==> src/rtl/bcd_down_timer_if.sv <==
// Control/status bundle between the keypad FSM (master) and the BCD
// countdown timer (slave). Digit i occupies data/digits[4i+3:4i].
interface bcd_down_timer_if #(
    parameter int NDIGITS = 4
);
    // control, driven by the keypad/control FSM
    logic [4*NDIGITS-1:0] data;
    logic                 loadn;
    logic                 start;
    logic                 stop;
    logic                 tick;
    logic                 add30;
    // status, driven by the timer
    logic [4*NDIGITS-1:0] digits;
    logic                 running;
    logic                 done;
    logic                 zero;
    logic                 tc;
    logic                 load_err;

    modport master (
        output data, loadn, start, stop, tick, add30,
        input  digits, running, done, zero, tc, load_err
    );

    modport slave (
        input  data, loadn, start, stop, tick, add30,
        output digits, running, done, zero, tc, load_err
    );
endinterface

==> src/rtl/bcd_down_timer.sv <==
// Multi-digit BCD countdown timer (mm:ss in the default configuration).
// Each digit counts 9..0 or 5..0 (MOD6_MASK), digit 0 least significant.
// IDLE/RUN/DONE state machine; per-cycle priority load > stop > start >
// add30 > tick. Define BCD_TIMER_ADD30_EN to enable the +30 s quick-add;
// without it the add30 input is ignored and no adder is built.
module bcd_down_timer #(
    parameter int                 NDIGITS   = 4,
    parameter logic [NDIGITS-1:0] MOD6_MASK = 4'b0010
) (
    input  logic              clk,
    input  logic              clrn,
    bcd_down_timer_if.slave   bus
);

    typedef enum logic [1:0] {
        IDLE = 2'd0,
        RUN  = 2'd1,
        DONE = 2'd2
    } state_t;

    state_t                      state;
    logic [NDIGITS-1:0][3:0]     cnt;
    logic                        running_q;
    logic                        done_q;
    logic                        tc_q;
    logic                        load_err_q;

    logic [NDIGITS-1:0][3:0]     clamp_val;   // data with each digit limited to its max
    logic [NDIGITS-1:0]          clamp_hit;   // digit i of data was out of range
    logic [NDIGITS-1:0][3:0]     dec_val;     // cnt - 1 in mixed BCD radix
    logic [NDIGITS-1:0]          borrow;      // digit i decrements on a tick
    logic [NDIGITS-1:0][3:0]     add_val;     // cnt + 30 s, saturated
    logic                        add_req;
    logic [4*NDIGITS-1:0]        cnt_flat;
    logic                        cnt_zero;
    logic                        cnt_one;

    assign cnt_flat = cnt;
    assign cnt_zero = (cnt_flat == '0);
    assign cnt_one  = (cnt_flat == (4*NDIGITS)'(1));

    // Least significant digit always decrements; higher ones only when
    // everything below them is already zero (borrow ripples upward).
    assign borrow[0] = 1'b1;

    for (genvar i = 0; i < NDIGITS; i++) begin : g_digit
        localparam logic [3:0] MAX = MOD6_MASK[i] ? 4'd5 : 4'd9;

        // Out-of-range preset digits are clamped rather than rejected.
        assign clamp_hit[i] = (bus.data[4*i +: 4] > MAX);
        assign clamp_val[i] = clamp_hit[i] ? MAX : bus.data[4*i +: 4];

        // Decrement: a borrowing digit at 0 wraps to its own max.
        assign dec_val[i] = !borrow[i]        ? cnt[i] :
                            (cnt[i] == 4'd0)  ? MAX    :
                                                cnt[i] - 4'd1;

        if (i < NDIGITS - 1) begin : g_borrow
            assign borrow[i+1] = borrow[i] & (cnt[i] == 4'd0);
        end
    end

`ifdef BCD_TIMER_ADD30_EN
    // +30 s is +3 on the tens-of-seconds digit; carries ripple upward
    // digit by digit, each wrapping at its own modulus. A carry out of
    // the top digit means overflow, which saturates at all-max.
    logic [NDIGITS:0]            acarry;
    logic [NDIGITS-1:0][3:0]     add_sum;
    logic [NDIGITS-1:0][3:0]     max_all;

    assign acarry[0] = 1'b0;

    for (genvar i = 0; i < NDIGITS; i++) begin : g_add
        localparam logic [4:0] MAX5   = MOD6_MASK[i] ? 5'd5 : 5'd9;
        localparam logic [4:0] ADDEND = (i == 1) ? 5'd3 : 5'd0;
        logic [4:0] sum;
        logic [4:0] wrapped;

        assign sum         = {1'b0, cnt[i]} + ADDEND + {4'b0, acarry[i]};
        assign wrapped     = sum - (MAX5 + 5'd1);
        assign acarry[i+1] = (sum > MAX5);
        assign add_sum[i]  = acarry[i+1] ? wrapped[3:0] : sum[3:0];
        assign max_all[i]  = MAX5[3:0];
    end

    assign add_req = bus.add30;
    assign add_val = acarry[NDIGITS] ? max_all : add_sum;
`else
    logic unused_add30;
    assign unused_add30 = bus.add30;
    assign add_req      = 1'b0;
    assign add_val      = cnt;
`endif

    // Control FSM: one prioritised action per clock; status outputs are
    // registered alongside the state so they change with it.
    always_ff @(posedge clk or negedge clrn) begin
        if (!clrn) begin
            state      <= IDLE;
            cnt        <= '0;
            running_q  <= 1'b0;
            done_q     <= 1'b0;
            tc_q       <= 1'b0;
            load_err_q <= 1'b0;
        end else begin
            tc_q       <= 1'b0;
            load_err_q <= 1'b0;
            if (!bus.loadn) begin
                // load works from any state and always parks in IDLE
                cnt        <= clamp_val;
                state      <= IDLE;
                running_q  <= 1'b0;
                done_q     <= 1'b0;
                load_err_q <= |clamp_hit;
            end else if (bus.stop) begin
                // stop also masks a simultaneous start in IDLE
                if (state == RUN) begin
                    state     <= IDLE;
                    running_q <= 1'b0;
                end
            end else if (bus.start && state == IDLE && !cnt_zero) begin
                // entering RUN consumes the cycle; a same-cycle tick is lost
                state     <= RUN;
                running_q <= 1'b1;
            end else if (add_req) begin
                // quick-add: from any state the timer ends up running
                cnt       <= add_val;
                state     <= RUN;
                running_q <= 1'b1;
                done_q    <= 1'b0;
            end else if (bus.tick && state == RUN) begin
                cnt <= dec_val;
                if (cnt_one) begin
                    state     <= DONE;
                    running_q <= 1'b0;
                    done_q    <= 1'b1;
                    tc_q      <= 1'b1;
                end
            end
        end
    end

    assign bus.digits   = cnt_flat;
    assign bus.running  = running_q;
    assign bus.done     = done_q;
    assign bus.zero     = cnt_zero;
    assign bus.tc       = tc_q;
    assign bus.load_err = load_err_q;

endmodule
==> src/flat_wrapper.sv <==
// flat-port wrapper written by rule: the top's interface ports become plain ports
module bcd_down_timer_flat 
#(
    parameter int                 NDIGITS   = 4,
    parameter logic [NDIGITS-1:0] MOD6_MASK = 4'b0010
)
  (clk, clrn, bus_data, bus_loadn, bus_start, bus_stop, bus_tick, bus_add30, bus_digits, bus_running, bus_done, bus_zero, bus_tc, bus_load_err);
  bcd_down_timer_if #(.NDIGITS(NDIGITS)) bus_i ();
  input  logic clk;
  input  logic clrn;
  input wire logic [$bits(bus_i.data)-1:0] bus_data;
  input wire logic [$bits(bus_i.loadn)-1:0] bus_loadn;
  input wire logic [$bits(bus_i.start)-1:0] bus_start;
  input wire logic [$bits(bus_i.stop)-1:0] bus_stop;
  input wire logic [$bits(bus_i.tick)-1:0] bus_tick;
  input wire logic [$bits(bus_i.add30)-1:0] bus_add30;
  output wire logic [$bits(bus_i.digits)-1:0] bus_digits;
  output wire logic [$bits(bus_i.running)-1:0] bus_running;
  output wire logic [$bits(bus_i.done)-1:0] bus_done;
  output wire logic [$bits(bus_i.zero)-1:0] bus_zero;
  output wire logic [$bits(bus_i.tc)-1:0] bus_tc;
  output wire logic [$bits(bus_i.load_err)-1:0] bus_load_err;
  assign bus_i.data = bus_data;
  assign bus_i.loadn = bus_loadn;
  assign bus_i.start = bus_start;
  assign bus_i.stop = bus_stop;
  assign bus_i.tick = bus_tick;
  assign bus_i.add30 = bus_add30;
  assign bus_digits = bus_i.digits;
  assign bus_running = bus_i.running;
  assign bus_done = bus_i.done;
  assign bus_zero = bus_i.zero;
  assign bus_tc = bus_i.tc;
  assign bus_load_err = bus_i.load_err;
  bcd_down_timer #(.NDIGITS(NDIGITS), .MOD6_MASK(MOD6_MASK)) u_core (.clk(clk), .clrn(clrn), .bus(bus_i));
endmodule
==> config.mk <==
export PLATFORM = sky130hd
export DESIGN_NAME = bcd_down_timer_flat
export DESIGN_NICKNAME = d
export VERILOG_FILES = /design/src/rtl/bcd_down_timer_if.sv /design/src/rtl/bcd_down_timer.sv /design/src/flat_wrapper.sv
export SDC_FILE = /design/constraint.sdc
export NUM_CORES = 1
export LEC_CHECK = 0
export ABC_AREA = 1
export CORE_MARGIN = 2
export CORE_UTILIZATION = 26
export DETAILED_ROUTE_END_ITERATION = 7
export GPL_ROUTABILITY_DRIVEN = 0
export PLACE_DENSITY = 0.62
export SKIP_CTS_REPAIR_TIMING = 1
export SLEW_MARGIN = 20
export SYNTH_ARGS = -nofsm -noshare
export SYNTH_HDL_FRONTEND = slang
export SYNTH_SLANG_ARGS = --single-unit
==> constraint.sdc <==
create_clock -name clk -period 2.48 [get_ports clk]
set_clock_uncertainty 0.05 [all_clocks]
set_input_delay 0.372 -clock clk [delete_from_list [all_inputs] [get_ports clk]]
set_output_delay 0.372 -clock clk [all_outputs]
set_load 0.005 [all_outputs]
==> results of run 1 <==
==> power by group <==
group | internal (W) | switching, W
combinational | 0.000196 | 0.000181
clock | 0.000112 | 0.000121
sequential | 0.000393 | 0.0000530
==> cell families after synthesis <==
| kind of cell | Yosys count |
|---|---|
| compound gates | 32 |
| flops | 21 |
| xor+xnor | 2 |
| buf+inv | 27 |
| simple gates | 91 |
==> per-layer routing <==
layer / up-vias / wire length [um] / track usage
met1: 572 / 1560 / 0.180
met3: 5 / 195 / 0.0366
met5: - / 0 / 0
li1: 660 / - / -
met4: 0 / 38 / 0.0424
met2: 32 / 1430 / 0.200
==> worst min path at each step <==
stage	end	slack (ns)	cells past startpoint
after floorplan	u_core.bus.digits[0]$_DFFE_PN0P_	0.03	0
after global routing	u_core.bus.digits[9]$_DFFE_PN0P_	0.43	2
final	u_core.bus.digits[10]$_DFFE_PN0P_	0.40	2
after detailed placement	u_core.bus.digits[5]$_DFFE_PN0P_	0.44	2
after CTS	u_core.bus.digits[14]$_DFFE_PN0P_	0.41	2
after global placement	u_core.bus.digits[5]$_DFFE_PN0P_	0.46	2
==> cell type report <==
type,count,share of cell area
clock inverter,1,0.00275
tap,67,0.0460
sequential,21,0.288
timing repair buffer,44,0.239
multi-input combinational,125,0.351
clock buffer,3,0.0227
inverter,24,0.0501
==> stage by stage <==
step | worst slack (ns) | total power, W
3_3_place_gp | 0.542 | 0.000826
5_1_grt | 0.112 | 0.00114
6_report | 0.230 | 0.00106
2_1_floorplan | 1.09 | 0.000640
3_5_place_dp | 0.524 | 0.000833
4_1_cts | 0.215 | 0.00108
==> registers in the layout, summed over array words and instances, names as in the netlist <==
name and flops:
u_core.bus.done 1, u_core.state 1, u_core.bus.digits 16, u_core.bus.tc 1
u_core.bus.load_err 1, u_core.bus.running 1
==> Yosys cell counts, types with 2 or more instances <==
master                    number  share of area
sky130_fd_sc_hd__a21oi_1       7          0.028
sky130_fd_sc_hd__dfrtp_1      21           0.41
sky130_fd_sc_hd__inv_1        23          0.068
sky130_fd_sc_hd__nand2_1      38           0.11
sky130_fd_sc_hd__nand2_2       6          0.030
sky130_fd_sc_hd__nand2_4       3          0.027
sky130_fd_sc_hd__nand3_1       8          0.031
sky130_fd_sc_hd__nand4_1       3          0.015
sky130_fd_sc_hd__nor2_1       18          0.053
sky130_fd_sc_hd__nor2_2        6          0.030
sky130_fd_sc_hd__nor2_4        2          0.018
sky130_fd_sc_hd__nor3_1        5          0.020
sky130_fd_sc_hd__o21ai_0      11          0.043
sky130_fd_sc_hd__o21ai_1       4          0.016
sky130_fd_sc_hd__o22ai_1       4          0.020
sky130_fd_sc_hd__o31ai_1       2          0.012
sky130_fd_sc_hd__xor2_1        2          0.014
==> results by stage, run 1 <==
Outcome:
- The flow ran to the end, and the final reports show no timing, DRC or antenna violations.

Timing:
- The worst-margin pin slew is 0.479 ns.
- The total count of hold-check failures in the final report is 0.
- Setup violations remaining at the end of the flow were counted as 0.
- Hold is met by roughly 0.4 ns.
- The highest achievable clock rate is between 0.4 and 0.5 GHz.
- For the final routed database, the setup TNS stands at 0 ns.
- The final count of pins violating max slew is 0.
- The worst path needs 2.25 ns of the cycle, external delays included.
- The post-route fraction of the period consumed by the critical path is 0.907.
- In this run the tightest slew margin relative to its limit is 0.680.
- Setup repair after global routing left no endpoint under its margin.

Worst setup path:
- The slowest stage of the critical path belongs to the cell sky130_fd_sc_hd__clkdlybuf4s50_1.
- The worst reg2reg path startpoint is u_core.bus.digits[12]$_DFFE_PN0P_.
- STA puts the critical path data arrival time at 1.83 ns.
- The kind of cell adding the most delay to the critical path is simple AND/OR/NAND/NOR gates.
- STA puts the critical path data required time at 2.06 ns.
- The endpoint identified for the worst register-to-register timing path is u_core.state[1]$_DFFE_PN0P_.
- The critical path capture point type is an output port.
- The worst setup path is of the reg -> out kind.
- Counting buffers and inverters, the worst setup path is 6 cells deep.
- In this run the worst setup path begins at u_core.bus.digits[12]$_DFFE_PN0P_.
- The cell that appears most often on the critical path is sky130_fd_sc_hd__nand2_2.
- The nature of the critical path startpoint is a flip-flop.
- The worst-path maximum fanout is 6.
- Counting cells, the worst reg-to-reg path comes to 8.
- For flop-to-flop paths, the worst setup slack is between 1 and 1.5 ns.
- The critical path goes through nor2_2 -> nand2_2 -> nor2_4 -> nand2_2 -> inv_1 -> clkdlybuf4s50_1.
- The total buffers and inverters traversed by the critical path is 2.
- The worst setup path endpoint is bus_zero.
- The delay of the slowest cell on the worst path is around 0.49 ns.

Yosys:
- The number of standard cells after synthesis is around 170.
- The share of the Yosys chip area taken by registers is 0.413.
- The flip-flop cell with the highest count after synthesis is sky130_fd_sc_hd__dfrtp_1.
- The synthesized design contains 21 register bits.
- By area, the combinational part of the netlist is dominated by simple AND/OR/NAND/NOR gates.
- Of the total synthesized cell area, the portion taken by AND, OR, NAND and NOR gates is 0.345.
- During synthesis, Yosys emitted a total of 0 warnings.
- The proportion of register bits with asynchronous set or reset after synthesis is 1.00.
- The number of library cell types mapped by synthesis is 27.
- The number of synthesized flops with an enable pin is 0.
- The per-instance average area after synthesis is 7.36 um^2.
- The share of the synthesized netlist area taken by xor and xnor gates is 0.0138.
- The compound-cell area share of the yosys netlist is 0.144.
- The net count after synthesis is 196.
- The synthesized area is around 1300 um^2.
- Of the total synthesized cell area, the portion taken by full adders, half adders and majority gates is 0.
- After synthesis, the share of cell area in mux cells is 0.

CTS:
- TritonCTS built the clock tree.
- The total clock sinks is 21.
- The insertion delay to the later sink of the worst-skew pair is 0.27 ns.
- CTS placed an instance of sky130_fd_sc_hd__clkbuf_8 at the clock tree root.
- The maximum root-to-sink buffer count is 2.
- TritonCTS created 3 clock buffers.
- CTS built an H-tree with a depth of 1.
- The clock edge transition at the registers on the reported setup and hold paths is around 0.080 ns.

GRT:
- The number of antenna violations at the first check in global routing is 0.
- For this run, the total global-route usage over all layers was measured as 0.131.
- The first global-routing pass estimated 5520 um of wire.
- The maximum number of pins on one net before global-route repair is 22.
- The via count of the first global-routing pass is between 1,000 and 1,500.
- After global routing the overflow that remains totals 0.

Layout:
- From synthesis to final layout, the design area changed by 43.2%.
- With fillers left out, the area of the finished cells amounts to 1820 um^2.
- The count of cells in the finished layout, fillers not included, comes to ~290.
- The most common library cell in the layout ignoring fill and taps is sky130_fd_sc_hd__clkdlybuf4s50_1.
- Measured on the finished design, the core utilization comes to 0.386.
- The layout has 492 filler cells.
- The total inserted antenna cells is 0.
- The footprint of the multi-input gates is roughly 640 um^2.
- In the layout the commonest cells are 42 x sky130_fd_sc_hd__clkdlybuf4s50_1, 38 x sky130_fd_sc_hd__nand2_1, 23 x sky130_fd_sc_hd__inv_1, 21 x sky130_fd_sc_hd__dfrtp_1, 18 x sky130_fd_sc_hd__nor2_1.
- The number of nets in the layout is 242.
- The sequential cells in the finished layout cover a total of between 500 and 600 um^2.
- In the final layout, the share of cells above drive strength 1 is 0.110.

Placed design:
- Counting tap cells, the placed design contains a total of between 200 and 300 instances.
- The detailed placement HPWL is 2460 um.
- After detailed placement, the total cell area comes to approximately 1800 um^2.
- The number of port buffers is 42.

Power and ir drop:
- The worst voltage drop across the vdd grid is 0.276 mV.
- The power density over cell area is around 580 nW/um^2.
- The leakage power is 0.829 nW.

Floorplan:
- The area enclosed by the die boundary is around 5500 um^2.
- The width of the die is 74.0 um.
- The number of standard-cell rows in the floorplan is 25.
- Pin placement for this block handled 44 I/O pins.
- The die is roughly 74 um tall.
- The initial utilization of the core area, before any placement, comes to 0.269.
- In this run the standard cell core region covers 4720 um^2.

Detailed routing:
- Summing over every cut layer, the via total after detailed routing is between 1,000 and 1,500.
- The wire length reported by the detailed router is 3220 um.
- The detailed router's first-iteration violation count is a little under 60.
- The via density per instance is ~4.5.
- Once detail routing completed, the nets flagged for antenna violations numbered 0.
- The pre-antenna-repair detailed-routing pass consisted of 4 iterations.
- The DRC violation count after routing is 0.
- Dividing the detail-routed wire length by the instance count gives about 11 um.

Job:
- The total of max-cap violations is 0.

Min path:
- The class of the worst hold path is in -> async.
(Power assumes the default switching activity.)
==> run 2, diff against run 1 <==
--- a/config.mk
+++ b/config.mk
@@ -6,8 +6,10 @@
 export NUM_CORES = 1
 export LEC_CHECK = 0
 export ABC_AREA = 1
+export CAP_MARGIN = 10
 export CORE_MARGIN = 2
 export CORE_UTILIZATION = 26
+export CTS_CLUSTER_DIAMETER = 150
 export DETAILED_ROUTE_END_ITERATION = 7
 export GPL_ROUTABILITY_DRIVEN = 0
 export PLACE_DENSITY = 0.62
==> results of run 2 <==
The final DEF is identical to that of run 1; final timing and power are the same.
